[src/rtl/uart_cmd_parser.sv]
`default_nettype none
// ============================================================================
//  Module      : uart_cmd_parser
//  Description : Frame decoder fed by the UART receiver byte strobe. Assembles
//                HEAD0 HEAD1 ADDR DATH DATL CHK frames, verifies the 8-bit
//                wrapping checksum and issues a one-cycle register write for
//                good frames. Reports checksum errors and inter-byte timeouts.
//  Revision    : 1.0 - initial release
// ============================================================================
module uart_cmd_parser #(
    parameter logic [7:0]  HEAD0       = 8'h55,
    parameter logic [7:0]  HEAD1       = 8'hAA,
    parameter logic [19:0] TIMEOUT_END = 20'd520833
) (
    input  logic        s_clk,
    input  logic        s_rst_n,
    input  logic [7:0]  data_rx,
    input  logic        po_flag,
    output logic        wr_en,
    output logic [7:0]  wr_addr,
    output logic [15:0] wr_data,
    output logic        chk_err,
    output logic        to_err,
    output logic        busy
);

    typedef enum logic [2:0] {
        IDLE    = 3'd0,
        S_HEAD1 = 3'd1,
        S_ADDR  = 3'd2,
        S_DATH  = 3'd3,
        S_DATL  = 3'd4,
        S_CHK   = 3'd5
    } state_t;

    state_t      state_q, state_d;
    logic [19:0] cnt_q, cnt_d;
    logic [7:0]  acc_q, acc_d;
    logic [7:0]  addr_sh_q, addr_sh_d;
    logic [7:0]  dath_sh_q, dath_sh_d;
    logic [7:0]  datl_sh_q, datl_sh_d;
    logic        wr_en_q, wr_en_d;
    logic [7:0]  wr_addr_q, wr_addr_d;
    logic [15:0] wr_data_q, wr_data_d;
    logic        chk_err_q, chk_err_d;
    logic        to_err_q, to_err_d;
    logic        busy_q, busy_d;

    logic        w_timeout;

    // A frame in progress with no byte for TIMEOUT_END cycles is abandoned;
    // a byte arriving in that same cycle takes priority (checked first below).
    assign w_timeout = (state_q != IDLE) && (cnt_q == TIMEOUT_END);

    // Registers: state, timeout counter, checksum, shadows and all outputs.
    always_ff @(posedge s_clk or negedge s_rst_n) begin
        if (!s_rst_n) begin
            state_q   <= IDLE;
            cnt_q     <= 20'd0;
            acc_q     <= 8'h00;
            addr_sh_q <= 8'h00;
            dath_sh_q <= 8'h00;
            datl_sh_q <= 8'h00;
            wr_en_q   <= 1'b0;
            wr_addr_q <= 8'h00;
            wr_data_q <= 16'h0000;
            chk_err_q <= 1'b0;
            to_err_q  <= 1'b0;
            busy_q    <= 1'b0;
        end else begin
            state_q   <= state_d;
            cnt_q     <= cnt_d;
            acc_q     <= acc_d;
            addr_sh_q <= addr_sh_d;
            dath_sh_q <= dath_sh_d;
            datl_sh_q <= datl_sh_d;
            wr_en_q   <= wr_en_d;
            wr_addr_q <= wr_addr_d;
            wr_data_q <= wr_data_d;
            chk_err_q <= chk_err_d;
            to_err_q  <= to_err_d;
            busy_q    <= busy_d;
        end
    end

    // Next-state: byte-driven frame walk, timeout abort and output pulses.
    always_comb begin
        state_d   = state_q;
        cnt_d     = cnt_q;
        acc_d     = acc_q;
        addr_sh_d = addr_sh_q;
        dath_sh_d = dath_sh_q;
        datl_sh_d = datl_sh_q;
        wr_en_d   = 1'b0;
        wr_addr_d = wr_addr_q;
        wr_data_d = wr_data_q;
        chk_err_d = 1'b0;
        to_err_d  = 1'b0;

        if (po_flag) begin
            cnt_d = 20'd0;
            case (state_q)
                IDLE: begin
                    if (data_rx == HEAD0) begin
                        state_d = S_HEAD1;
                    end
                end
                S_HEAD1: begin
                    if (data_rx == HEAD1) begin
                        state_d = S_ADDR;
                    end else if (data_rx == HEAD0) begin
                        state_d = S_HEAD1;
                    end else begin
                        state_d = IDLE;
                    end
                end
                S_ADDR: begin
                    addr_sh_d = data_rx;
                    acc_d     = data_rx;
                    state_d   = S_DATH;
                end
                S_DATH: begin
                    dath_sh_d = data_rx;
                    acc_d     = acc_q + data_rx;
                    state_d   = S_DATL;
                end
                S_DATL: begin
                    datl_sh_d = data_rx;
                    acc_d     = acc_q + data_rx;
                    state_d   = S_CHK;
                end
                S_CHK: begin
                    if (data_rx == acc_q) begin
                        wr_en_d   = 1'b1;
                        wr_addr_d = addr_sh_q;
                        wr_data_d = {dath_sh_q, datl_sh_q};
                    end else begin
                        chk_err_d = 1'b1;
                    end
                    state_d = IDLE;
                end
                default: begin
                    state_d = IDLE;
                end
            endcase
        end else if (state_q == IDLE) begin
            cnt_d = 20'd0;
        end else if (w_timeout) begin
            // Drop the partial frame entirely.
            state_d   = IDLE;
            cnt_d     = 20'd0;
            acc_d     = 8'h00;
            addr_sh_d = 8'h00;
            dath_sh_d = 8'h00;
            datl_sh_d = 8'h00;
            to_err_d  = 1'b1;
        end else begin
            cnt_d = cnt_q + 20'd1;
        end

        busy_d = (state_d != IDLE);
    end

    assign wr_en   = wr_en_q;
    assign wr_addr = wr_addr_q;
    assign wr_data = wr_data_q;
    assign chk_err = chk_err_q;
    assign to_err  = to_err_q;
    assign busy    = busy_q;

endmodule
`default_nettype wire
[config.mk]
export PLATFORM = sky130hd
export DESIGN_NAME = uart_cmd_parser
export DESIGN_NICKNAME = d
export VERILOG_FILES = /design/src/rtl/uart_cmd_parser.sv
export SDC_FILE = /design/constraint.sdc
export NUM_CORES = 1
export LEC_CHECK = 0
export ABC_AREA = 1
export BUFFER_PORTS_ARGS = -buffer_cell sky130_fd_sc_hd__buf_2
export CAP_MARGIN = 20
export CORE_AREA = 5 5 114 94
export CTS_BUF_LIST = sky130_fd_sc_hd__clkbuf_8 sky130_fd_sc_hd__clkbuf_16
export CTS_CLUSTER_DIAMETER = 120
export CTS_CLUSTER_SIZE = 16
export DETAILED_ROUTE_END_ITERATION = 8
export DIE_AREA = 0 0 119 99
export PLACE_DENSITY = 0.74
export SYNTH_ARGS = -nofsm -noshare
export SYNTH_HDL_FRONTEND = slang
export SYNTH_SLANG_ARGS = --single-unit
[constraint.sdc]
create_clock -name s_clk -period 4.18 [get_ports s_clk]
set_clock_uncertainty 0.05 [all_clocks]
set_input_delay 0.836 -clock s_clk [delete_from_list [all_inputs] [get_ports s_clk]]
set_output_delay 0.836 -clock s_clk [all_outputs]
set_load 0.1 [all_outputs]
==> results of run 1 <==
-- Yosys cell counts, types with 2 or more instances --
library cell	instances
xnor2_1	2
clkinv_1	2
o21ai_0	11
buf_2	5
buf_6	6
dfrtp_1	83
ha_1	9
o21ai_2	23
nand3_1	27
nor3_2	4
inv_1	30
nor3_1	9
nor2_4	3
nand2_2	6
nor2_2	3
nand2_1	175
nor2_1	29
nand2_4	5
o21ai_1	5
nand3_2	5
a21oi_1	10
nor3b_1	3
o211ai_1	3
nand4_1	5
xor2_1	8
inv_2	8
-- per-stage QoR --
| step | instance area [um^2] | power (uW) | setup slack [ns] | util [%] |
|---|---|---|---|---|
| CTS | 4760 | 2360 | 1.79 | 50.4 |
| floorplan | 4220 | 1430 | 2.00 | - |
| global placement | 4460 | 1530 | 1.55 | 47.2 |
| global route | 4790 | 2490 | 1.60 | 50.7 |
| detailed placement | 4460 | 1560 | 1.49 | 47.2 |
| finish | 4790 | 2340 | 1.81 | 50.7 |
-- power breakdown --
part	internal, uW	leakage (uW)	switching, uW	total, uW
Sequential	912	0.00113	80.7	993
Clock	465	0.000144	329	794
Combinational	188	0.00121	368	557
Total	1570	0.00249	778	2340
-- per-layer routing --
layer / up-vias / part of all wire [%] / GRT usage, %
met5: - / 0 / 0
met4: 0 / 1.6 / 6.06
met3: 12 / 5.3 / 4.42
met2: 76 / 44 / 24.6
met1: 1520 / 49 / 23.0
li1: 1651 / - / -
-- path summary, 6_finish.rpt --
path / start / endpoint / slack (ns) / depth (start not counted)
setup / recovery: data_rx[5] / wr_data[5] / 1.81 / 8
hold / removal: s_rst_n / cnt_q[16] / 0.27 / 1
setup reg to reg: acc_q[5] / wr_data[5] / 2.06 / 7
hold reg to reg: addr_sh_q[6] / wr_addr[6] / 0.42 / 2
max in group asynchronous: s_rst_n / wr_addr[1] / 3.23 / 2
min in group s_clk: addr_sh_q[6] / wr_addr[6] / 0.42 / 2
-- registers in the layout, summed over array words and instances, names as in the netlist --
signal	count
dath_sh_q	8
datl_sh_q	8
busy	1
cnt_q	20
chk_err	1
acc_q	8
state_q	3
wr_data	16
wr_en	1
wr_addr	8
to_err	1
addr_sh_q	8
-- logic make-up after synthesis --
kind of cell | count (synthesis)
fa+ha+maj | 10
simple gates | 279
flops | 83
buf+inv | 52
compound gates | 55
xor+xnor | 10
-- critical path: stages --
cell	delay (ns)
buf_2	0.12
ha_1	0.36
nor3_1	0.22
and3_1	0.26
nand3_4	0.26
clkinv_2	0.34
nand2_1	0.12
nand2_1	0.07
-- placed cells by master (no fill, tap or decap), types with 3 or more instances in the layout --
cell type  instances
xor2_1             8
nand3_1           27
nor2_4             3
o21ai_2           23
clkbuf_16          9
nor2_1            29
nand4_1            5
nand3_2            5
nand2_4            5
inv_1             31
a21oi_1           10
buf_2             37
nor3_1             9
nor2_2             3
inv_2              8
o21ai_1            5
nand2_2            6
nor3_2             4
ha_1               9
dfrtp_1           83
o211ai_1           3
nand2_1          175
o21ai_0           11
nor3b_1            3
-- final cells by class --
cell class | instances | area [um^2]
fill | 875 | 4660
sequential | 83 | 2080
multi-input combinational | 354 | 1890
clock buffer | 9 | 225
timing repair buffer | 39 | 220
inverter | 41 | 155
tap | 119 | 149
clock inverter | 7 | 75.1
==> flow_metrics.env, run 1 <==
export IMPL_final_antenna_net_count=0
export IMPL_cp_start_kind="primary input"
export IMPL_clkLatencyLatePin_ns=0.34
export IMPL_slew_limit_headroom_pct=68.4
export IMPL_place_congestion=0.882
export IMPL_place_hpwl_um=6460
export IMPL_cp_required_ns=4.41
export IMPL_fp_dieW_um=119
export IMPL_cp_arrival_ns=2.61
export IMPL_async_flop_share_pct=100
export IMPL_synth_xor_xnor_area_share_pct=2.08
export IMPL_synth_area_per_cell_um2=8.62
export IMPL_cp_end_kind="flip-flop"
export IMPL_synth_compound_area_share_pct=8.93
export IMPL_fin_crit_ns=2.37
export IMPL_drive_above_1_share_pct=21.4
export IMPL_grt_max_degree=84
export IMPL_diodes=0
export IMPL_synthAdderAreaFrac_pct=3.15
export IMPL_cts_tree="built"
export IMPL_antenna_found_initial=0
export IMPL_rsz0062_at_grt="false"
export IMPL_drt_iter0_markers=195
export IMPL_port_buffers=38
export IMPL_cts_max_level=3
export IMPL_cts_resized=0
export IMPL_fin_crit_sh_pct=56.8
export IMPL_ys_flop_type="dfrtp_1"
export IMPL_criticalPathCategory="primary input to flip-flop"
export IMPL_areaGrowthSynthToFinish_pct=13.7
export IMPL_coreArea_um2=9450
export IMPL_io_pins=39
export IMPL_nets=549
export IMPL_path_max_fanout=25
export IMPL_clock_path_buffers=2
export IMPL_dp_cells=635
export IMPL_ys_seq_area_share_pct=49.3
export IMPL_ir_worst_vdd_mv=0.254
export IMPL_synthesis_area_um2=4220
export IMPL_cts_root_buf="clkbuf_16"
export IMPL_synth_seq_cells=83
export IMPL_first_pass_iters=4
export IMPL_row_count=32
export IMPL_post_cts_buffers=0
export IMPL_synth_top_family_by_area="simple AND/OR/NAND/NOR gates"
export IMPL_clk_pin_slew_ns=0.06
export IMPL_die_y_um=99
export IMPL_clock_fmax_ghz=0.421
export IMPL_postCtsHoldBufs=0
export IMPL_setup_tns_ns=0
export IMPL_post_drt_wl_per_cell_um=13.7
export IMPL_yosys_area_top_type="dfrtp_1"
export IMPL_power_leakage_uw=0.00249
export IMPL_status="complete, no violations"
export IMPL_drt_total_wl_um=8910
export IMPL_worst_pin_slew_ns=0.470
export IMPL_hold_viol_final=0
export IMPL_start_util_pct=44.6
export IMPL_grt_pass1_vias=3282
export IMPL_powerDensity_nw_per_um2=489
export IMPL_synth_area_leaders="dfrtp_1 49%, nand2_1 16%, o21ai_2 4.8%"
export IMPL_cts_sinks=83
export IMPL_synth_top_area_share_pct=49.3
export IMPL_die_area_um2=11800
export IMPL_synth_simple_area_share_pct=30.7
export IMPL_cts_buffers=9
export IMPL_drv_slew=0
export IMPL_num_vias=3259
export IMPL_overflow=0
export IMPL_synth_cells=489
export IMPL_grt_usage_pct=16.5
export IMPL_instances_no_fill=652
export IMPL_via_per_inst=5.00
export IMPL_drc=0
export IMPL_cap_violations=0
export IMPL_yosys_warnings=0
export IMPL_hold_path_class="primary input to asynchronous set/reset pin"
export IMPL_synthMuxAreaShare_pct=0
export IMPL_finalSetupViolCount=0
export IMPL_synth_cell_types=36
export IMPL_hold_ws_ns=0.268
export IMPL_synth_edf_count=0
export IMPL_syn_nets=510
export IMPL_grt_pass1_wl_um=15800
Power figures use the tool's default switching activity.
==> run 2: changes to the inputs <==
--- a/config.mk
+++ b/config.mk
@@ -14,7 +14,7 @@
 export CTS_CLUSTER_SIZE = 16
 export DETAILED_ROUTE_END_ITERATION = 8
 export DIE_AREA = 0 0 119 99
-export PLACE_DENSITY = 0.74
+export PLACE_DENSITY = 0.77
 export SYNTH_ARGS = -nofsm -noshare
 export SYNTH_HDL_FRONTEND = slang
 export SYNTH_SLANG_ARGS = --single-unit
==> constraint.sdc (replaced) <==
create_clock -name s_clk -period 1.9 [get_ports s_clk]
set_clock_uncertainty 0.05 [all_clocks]
set_input_delay 0.38 -clock s_clk [delete_from_list [all_inputs] [get_ports s_clk]]
set_output_delay 0.38 -clock s_clk [all_outputs]
set_load 0.1 [all_outputs]
==> run 2 against run 1 <==
Die area unchanged. Setup slack worse by 1.7 ns. Global-route usage down 0.20 points. Register-to-register slack worse by 1.9 ns. Wire length down 0.10%. Clock power up 110%. Combinational power up 140%. Critical path depth up 1. Largest cell class unchanged.
==> flow_metrics.env, run 2 (synthesis gave the netlist of run 1 again) <==
export IMPL_crit_path_top_delay_cell="dfrtp_1"
export IMPL_multi_input_area_um2=1900
export IMPL_cp_arrival_ns=1.92
export IMPL_cp_end_kind="flip-flop"
export IMPL_finalSetupViolCount=0
export IMPL_grt_pass1_vias=3271
export IMPL_via_per_inst=5.06
export IMPL_post_drt_wl_per_cell_um=13.2
export IMPL_status="complete, no violations"
export IMPL_fillers=874
export IMPL_place_congestion=0.892
export IMPL_ir_worst_vdd_mv=0.620
export IMPL_hold_viol_final=0
export IMPL_timing_rr_start="cnt_q[1]"
export IMPL_clock_fmax_ghz=0.572
export IMPL_largest_register="cnt_q"
export IMPL_reg2reg_depth=9
export IMPL_drc=0
export IMPL_switching_share_pct=33.8
export IMPL_cts_tree="built"
export IMPL_rr_endpoint="acc_q[1]"
export IMPL_clockPowerShare_pct=32.2
export IMPL_regArea_um2=2080
export IMPL_drv_slew=0
export IMPL_start_util_pct=44.6
export IMPL_clk_pin_slew_ns=0.06
export IMPL_antenna_found_initial=0
export IMPL_nets=569
export IMPL_io_pins=39
export IMPL_die_y_um=99
export IMPL_power_leakage_uw=0.00260
export IMPL_largest_reg_flops=20
export IMPL_areaGrowthSynthToFinish_pct=17.4
export IMPL_crit_top_cell="nand2_1"
export IMPL_cts_sinks=83
export IMPL_clkLatencyLatePin_ns=0.34
export IMPL_num_vias=3399
export IMPL_row_count=32
export IMPL_worst_pin_slew_ns=0.500
export IMPL_port_buffers=38
export IMPL_cp_required_ns=2.07
export IMPL_powerDensity_nw_per_um2=1040
export IMPL_grt_usage_pct=16.3
export IMPL_min_to="to_err"
export IMPL_hold_path_class="primary input to flip-flop"
export IMPL_grt_pass1_wl_um=15600
export IMPL_place_hpwl_um=6610
export IMPL_switchingPower_uw=1750
export IMPL_final_area_um2=4950
export IMPL_path_max_fanout=12
export IMPL_slew_limit_headroom_pct=66.9
export IMPL_grt_max_degree=42
export IMPL_clock_path_buffers=2
export IMPL_rsz0062_at_grt="false"
export IMPL_die_area_um2=11800
export IMPL_hold_ws_ns=0.390
export IMPL_fp_dieW_um=119
export IMPL_drive_above_1_share_pct=24.4
export IMPL_drt_iter0_markers=298
export IMPL_crit_family="simple AND/OR/NAND/NOR gates"
export IMPL_cts_root_buf="clkbuf_16"
export IMPL_comb_power_share_pct=25.6
export IMPL_layout_commonest_cell="nand2_1"
export IMPL_pwr_share_seq_pct=42.2
export IMPL_max_stage_delay_ns=0.40
export IMPL_first_pass_iters=4
export IMPL_fin_crit_sh_pct=92.0
export IMPL_cp_start_kind="flip-flop"
export IMPL_fin_crit_ns=1.75
export IMPL_criticalPathCategory="flip-flop to flip-flop"
export IMPL_cts_buffers=9
export IMPL_overflow=0
export IMPL_holdPathStages=2
export IMPL_diodes=0
export IMPL_final_antenna_net_count=0
export IMPL_placed_area_um2=4640
export IMPL_post_cts_buffers=0
export IMPL_internal_power_uw=3420
export IMPL_crit_chain="inv_1 > ha_1 > nand2_1 > nor3_2 > nand4_4 > nand2_4 > nand2_2 > nand2_1 > o21ai_2"
export IMPL_cap_violations=0
export IMPL_min_from="po_flag"
export IMPL_coreArea_um2=9450
export IMPL_r2r_slack_ns=0.15
export IMPL_cp_buffers_inverters=1
export IMPL_drt_total_wl_um=8900
export IMPL_final_cell_mix="175 x nand2_1, 83 x dfrtp_1, 37 x buf_2"
export IMPL_cts_max_level=3
==> run 2: changes by cell type in the layout (fill, tap and decap cells not counted), moves of 2 or more <==
cell and change:
clkinvlp_4 -2, buf_12 +2, buf_4 +17, clkinv_4 +2
==> run 2: worst register-to-register path, cell delays in order (launching register included) <==
cell and delay (ns):
dfrtp_1 0.40, inv_1 0.06, ha_1 0.13, nand2_1 0.06, nor3_2 0.22, nand4_4 0.16, nand2_4 0.15, nand2_2 0.21
nand2_1 0.13, o21ai_2 0.06
==> run 2: per-stage QoR <==
stage | setup WS, ns | setup TNS, ns | power, uW | instances | utilization [%]
6_report | 0.151 | 0 | 5170 | 672 | 52.4
5_1_grt | 0.0146 | 0 | 5510 | 672 | 52.4
4_1_cts | 0.0788 | 0 | 5220 | 672 | 52.2
3_5_place_dp | -0.0490 | -0.0962 | 3520 | 655 | 49.1
3_3_place_gp | -0.0271 | -0.0271 | 3480 | 655 | 49.1
2_1_floorplan | 0.173 | 0 | 3150 | 489 | -
==> run 2: what timing repair did <==
item,CTS,global route
hold buffers,1,0
endpoints found under the hold margin,26,0
setup endpoints to repair,0,20
resized for setup,0,5
==> run 2: per-layer routing <==
| metal | vias to the layer above | part of all wire (%) | track usage, % |
|---|---|---|---|
| met3 | 9 | 5.1 | 4.76 |
| met4 | 0 | 1.1 | 5.16 |
| li1 | 1695 | - | - |
| met2 | 85 | 44 | 24.4 |
| met1 | 1610 | 50 | 22.7 |
| met5 | - | 0 | 0 |
==> run 2: area by class of cell <==
type / count / area share (%)
Clock inverter: 7 / 1.21
Timing Repair Buffer: 59 / 7.71
Inverter: 41 / 3.13
Sequential cell: 83 / 42.0
Clock buffer: 9 / 4.55
Tap cell: 119 / 3.01
Multi-Input combinational cell: 354 / 38.4
==> run 2: power groups by stage <==
stage                     Combinational [uW]  Sequential (uW)  Clock [uW]
after floorplan                          932             2220           0
after global routing                    1500             2220        1790
after CTS                               1320             2180        1720
after global placement                  1280             2210           0
after detailed placement                1310             2210           0
final                                   1320             2180        1660
==> run 2: worst max-delay path by stage <==
stage               startpoint        to  depth (start not counted)
floorplan           data_rx[0]  acc_q[6]                          9
global placement    data_rx[0]  acc_q[6]                         10
detailed placement  data_rx[0]  acc_q[6]                         10
CTS                   acc_q[0]  acc_q[6]                          9
global route          acc_q[0]  acc_q[6]                          9
finish                cnt_q[1]  acc_q[1]                          9
==> run 3: changes to the inputs <==
--- a/config.mk
+++ b/config.mk
@@ -7,14 +7,13 @@
 export LEC_CHECK = 0
 export ABC_AREA = 1
 export BUFFER_PORTS_ARGS = -buffer_cell sky130_fd_sc_hd__buf_2
-export CAP_MARGIN = 20
 export CORE_AREA = 5 5 114 94
 export CTS_BUF_LIST = sky130_fd_sc_hd__clkbuf_8 sky130_fd_sc_hd__clkbuf_16
 export CTS_CLUSTER_DIAMETER = 120
 export CTS_CLUSTER_SIZE = 16
 export DETAILED_ROUTE_END_ITERATION = 8
 export DIE_AREA = 0 0 119 99
-export PLACE_DENSITY = 0.77
+export PLACE_DENSITY_LB_ADDON = 0.1
 export SYNTH_ARGS = -nofsm -noshare
 export SYNTH_HDL_FRONTEND = slang
 export SYNTH_SLANG_ARGS = --single-unit
==> run 3 against run 2 <==
Sequential share of layout area decreased by 0.18 points. Die area is the same. Design area increased by 0.43%. Non-clock buffer count stayed put. Maximum frequency down 2.2%. Register-to-register slack got worse by 0.04 ns. Cell count unchanged. Combinational power about the same. Setup slack lost 0.039 ns. Global-route usage is 0.34 points higher. Sequential power about the same. Wire length up 3.4%. Critical endpoint is now acc_q[2]. Largest cell class unchanged.
==> flow_metrics.env, run 3 (synthesis gave the netlist of run 1 again) <==
export IMPL_antenna_found_initial=0
export IMPL_finalSetupViolCount=0
export IMPL_drt_iter0_markers=251
export IMPL_cp_start_kind="flip-flop"
export IMPL_clk_pin_slew_ns=0.06
export IMPL_min_to="to_err"
export IMPL_r2r_slack_ns=0.11
export IMPL_cp_buffers_inverters=1
export IMPL_fp_dieW_um=119
export IMPL_clkLatencyLatePin_ns=0.34
export IMPL_dp_cells=655
export IMPL_reg2reg_depth=9
export IMPL_crit_chain="inv_1 > ha_1 > nand2_1 > nor3_2 > nand4_4 > nand2_4 > nand2_2 > nand2_1 > o21ai_2"
export IMPL_place_congestion=0.869
export IMPL_grtUsageMet3_pct=4.82
export IMPL_drv_slew=0
export IMPL_areaGrowthSynthToFinish_pct=17.9
export IMPL_crit_family="simple AND/OR/NAND/NOR gates"
export IMPL_nets=569
export IMPL_instances_no_fill=672
export IMPL_final_cell_mix="175 x nand2_1, 83 x dfrtp_1, 37 x buf_2"
export IMPL_start_util_pct=44.6
export IMPL_die_area_um2=11800
export IMPL_rsz0062_at_grt="false"
export IMPL_ir_worst_vdd_mv=0.525
export IMPL_grt_pass1_wl_um=15800
export IMPL_grt_usage_pct=16.6
export IMPL_grtUsageMet2_pct=23.0
export IMPL_grt_busiest_layer="met1"
export IMPL_cts_tree="built"
export IMPL_drt_total_wl_um=9200
export IMPL_io_pins=39
export IMPL_power_leakage_uw=0.00261
export IMPL_cap_violations=0
export IMPL_cts_max_level=3
export IMPL_grt_max_degree=37
export IMPL_row_count=32
export IMPL_status="complete, no violations"
export IMPL_holdPathStages=2
export IMPL_setup_tns_ns=0
export IMPL_cp_required_ns=2.07
export IMPL_overflow=0
export IMPL_cts_sinks=83
export IMPL_hold_path_class="primary input to flip-flop"
export IMPL_criticalPathCategory="flip-flop to flip-flop"
export IMPL_fin_crit_sh_pct=94.1
export IMPL_min_from="po_flag"
export IMPL_post_drt_wl_per_cell_um=13.7
export IMPL_crit_top_cell="nand2_1"
export IMPL_grt_pass1_vias=3137
export IMPL_cts_root_buf="clkbuf_16"
export IMPL_drc=0
export IMPL_crit_path_top_delay_cell="dfrtp_1"
export IMPL_cp_arrival_ns=1.95
export IMPL_final_antenna_net_count=0
export IMPL_die_y_um=99
export IMPL_first_pass_iters=4
export IMPL_rr_endpoint="acc_q[2]"
export IMPL_use_met1_pct=25.5
export IMPL_max_stage_delay_ns=0.39
export IMPL_largest_reg_flops=20
export IMPL_powerDensity_nw_per_um2=1060
export IMPL_slew_limit_headroom_pct=67.7
export IMPL_crit_cells=9
export IMPL_via_per_inst=4.86
export IMPL_place_ws_ns=-0.0499
export IMPL_hold_ws_ns=0.355
export IMPL_cts_buffers=9
export IMPL_clock_fmax_ghz=0.560
export IMPL_num_vias=3267
export IMPL_final_util_pct=52.6
export IMPL_worst_pin_slew_ns=0.480
export IMPL_finalWorstSetupSlack_ns=0.113
export IMPL_place_hpwl_um=6840
export IMPL_layout_commonest_cell="nand2_1"
export IMPL_cp_end_kind="flip-flop"
export IMPL_drive_above_1_share_pct=24.1
export IMPL_largest_register="cnt_q"
export IMPL_clock_path_buffers=2
export IMPL_diodes=0
export IMPL_hold_viol_final=0
export IMPL_coreArea_um2=9450
export IMPL_timing_rr_start="cnt_q[1]"
export IMPL_path_max_fanout=12
export IMPL_port_buffers=38
export IMPL_fin_crit_ns=1.79
run 3: worst max-delay path by stage:
| stage | slack, ns | startpoint | endpoint |
|---|---|---|---|
| floorplan | 0.17 | data_rx[0] | acc_q[6] |
| global placement | -0.0006 | data_rx[0] | acc_q[4] |
| detailed placement | -0.05 | data_rx[0] | acc_q[4] |
| CTS | 0.09 | acc_q[0] | acc_q[4] |
| global route | 0.01 | acc_q[0] | acc_q[6] |
| finish | 0.11 | cnt_q[1] | acc_q[2] |
run 3: stage by stage:
| step | power (uW) | area (um^2) |
|---|---|---|
| detailed placement | 3530 | 4650 |
| CTS | 5310 | 4960 |
| floorplan | 3150 | 4220 |
| finish | 5260 | 4970 |
| global route | 5590 | 4970 |
| global placement | 3510 | 4650 |
run 3: repair_timing:
item	in CTS	in global routing
gates resized for setup	0	2
buffers inserted	0	0
endpoints found under the setup margin	0	4
hold buffers	1	0
hold endpoints to repair	32	0
run 3: per-layer routing:
metal	up-vias	share of wire, %
met5	-	0
met4	0	0.71
met3	5	4.8
met2	62	40
met1	1511	54
li1	1689	-
run 3: cell type report:
cell class                 count  area [um^2]
fill                         923         4480
sequential                    83         2080
multi-input combinational    354         1900
timing repair buffer          59          390
clock buffer                  10          239
inverter                      41          155
tap                          119          149
clock inverter                 6         63.8
run 3: where the power goes:
part           switching, uW  total [uW]  leakage [uW]  internal, uW
sequential               176        2180       0.00113          2010
combinational            820        1310       0.00133           492
clock                    715        1770      0.000150          1050
total                   1710        5260       0.00261          3550
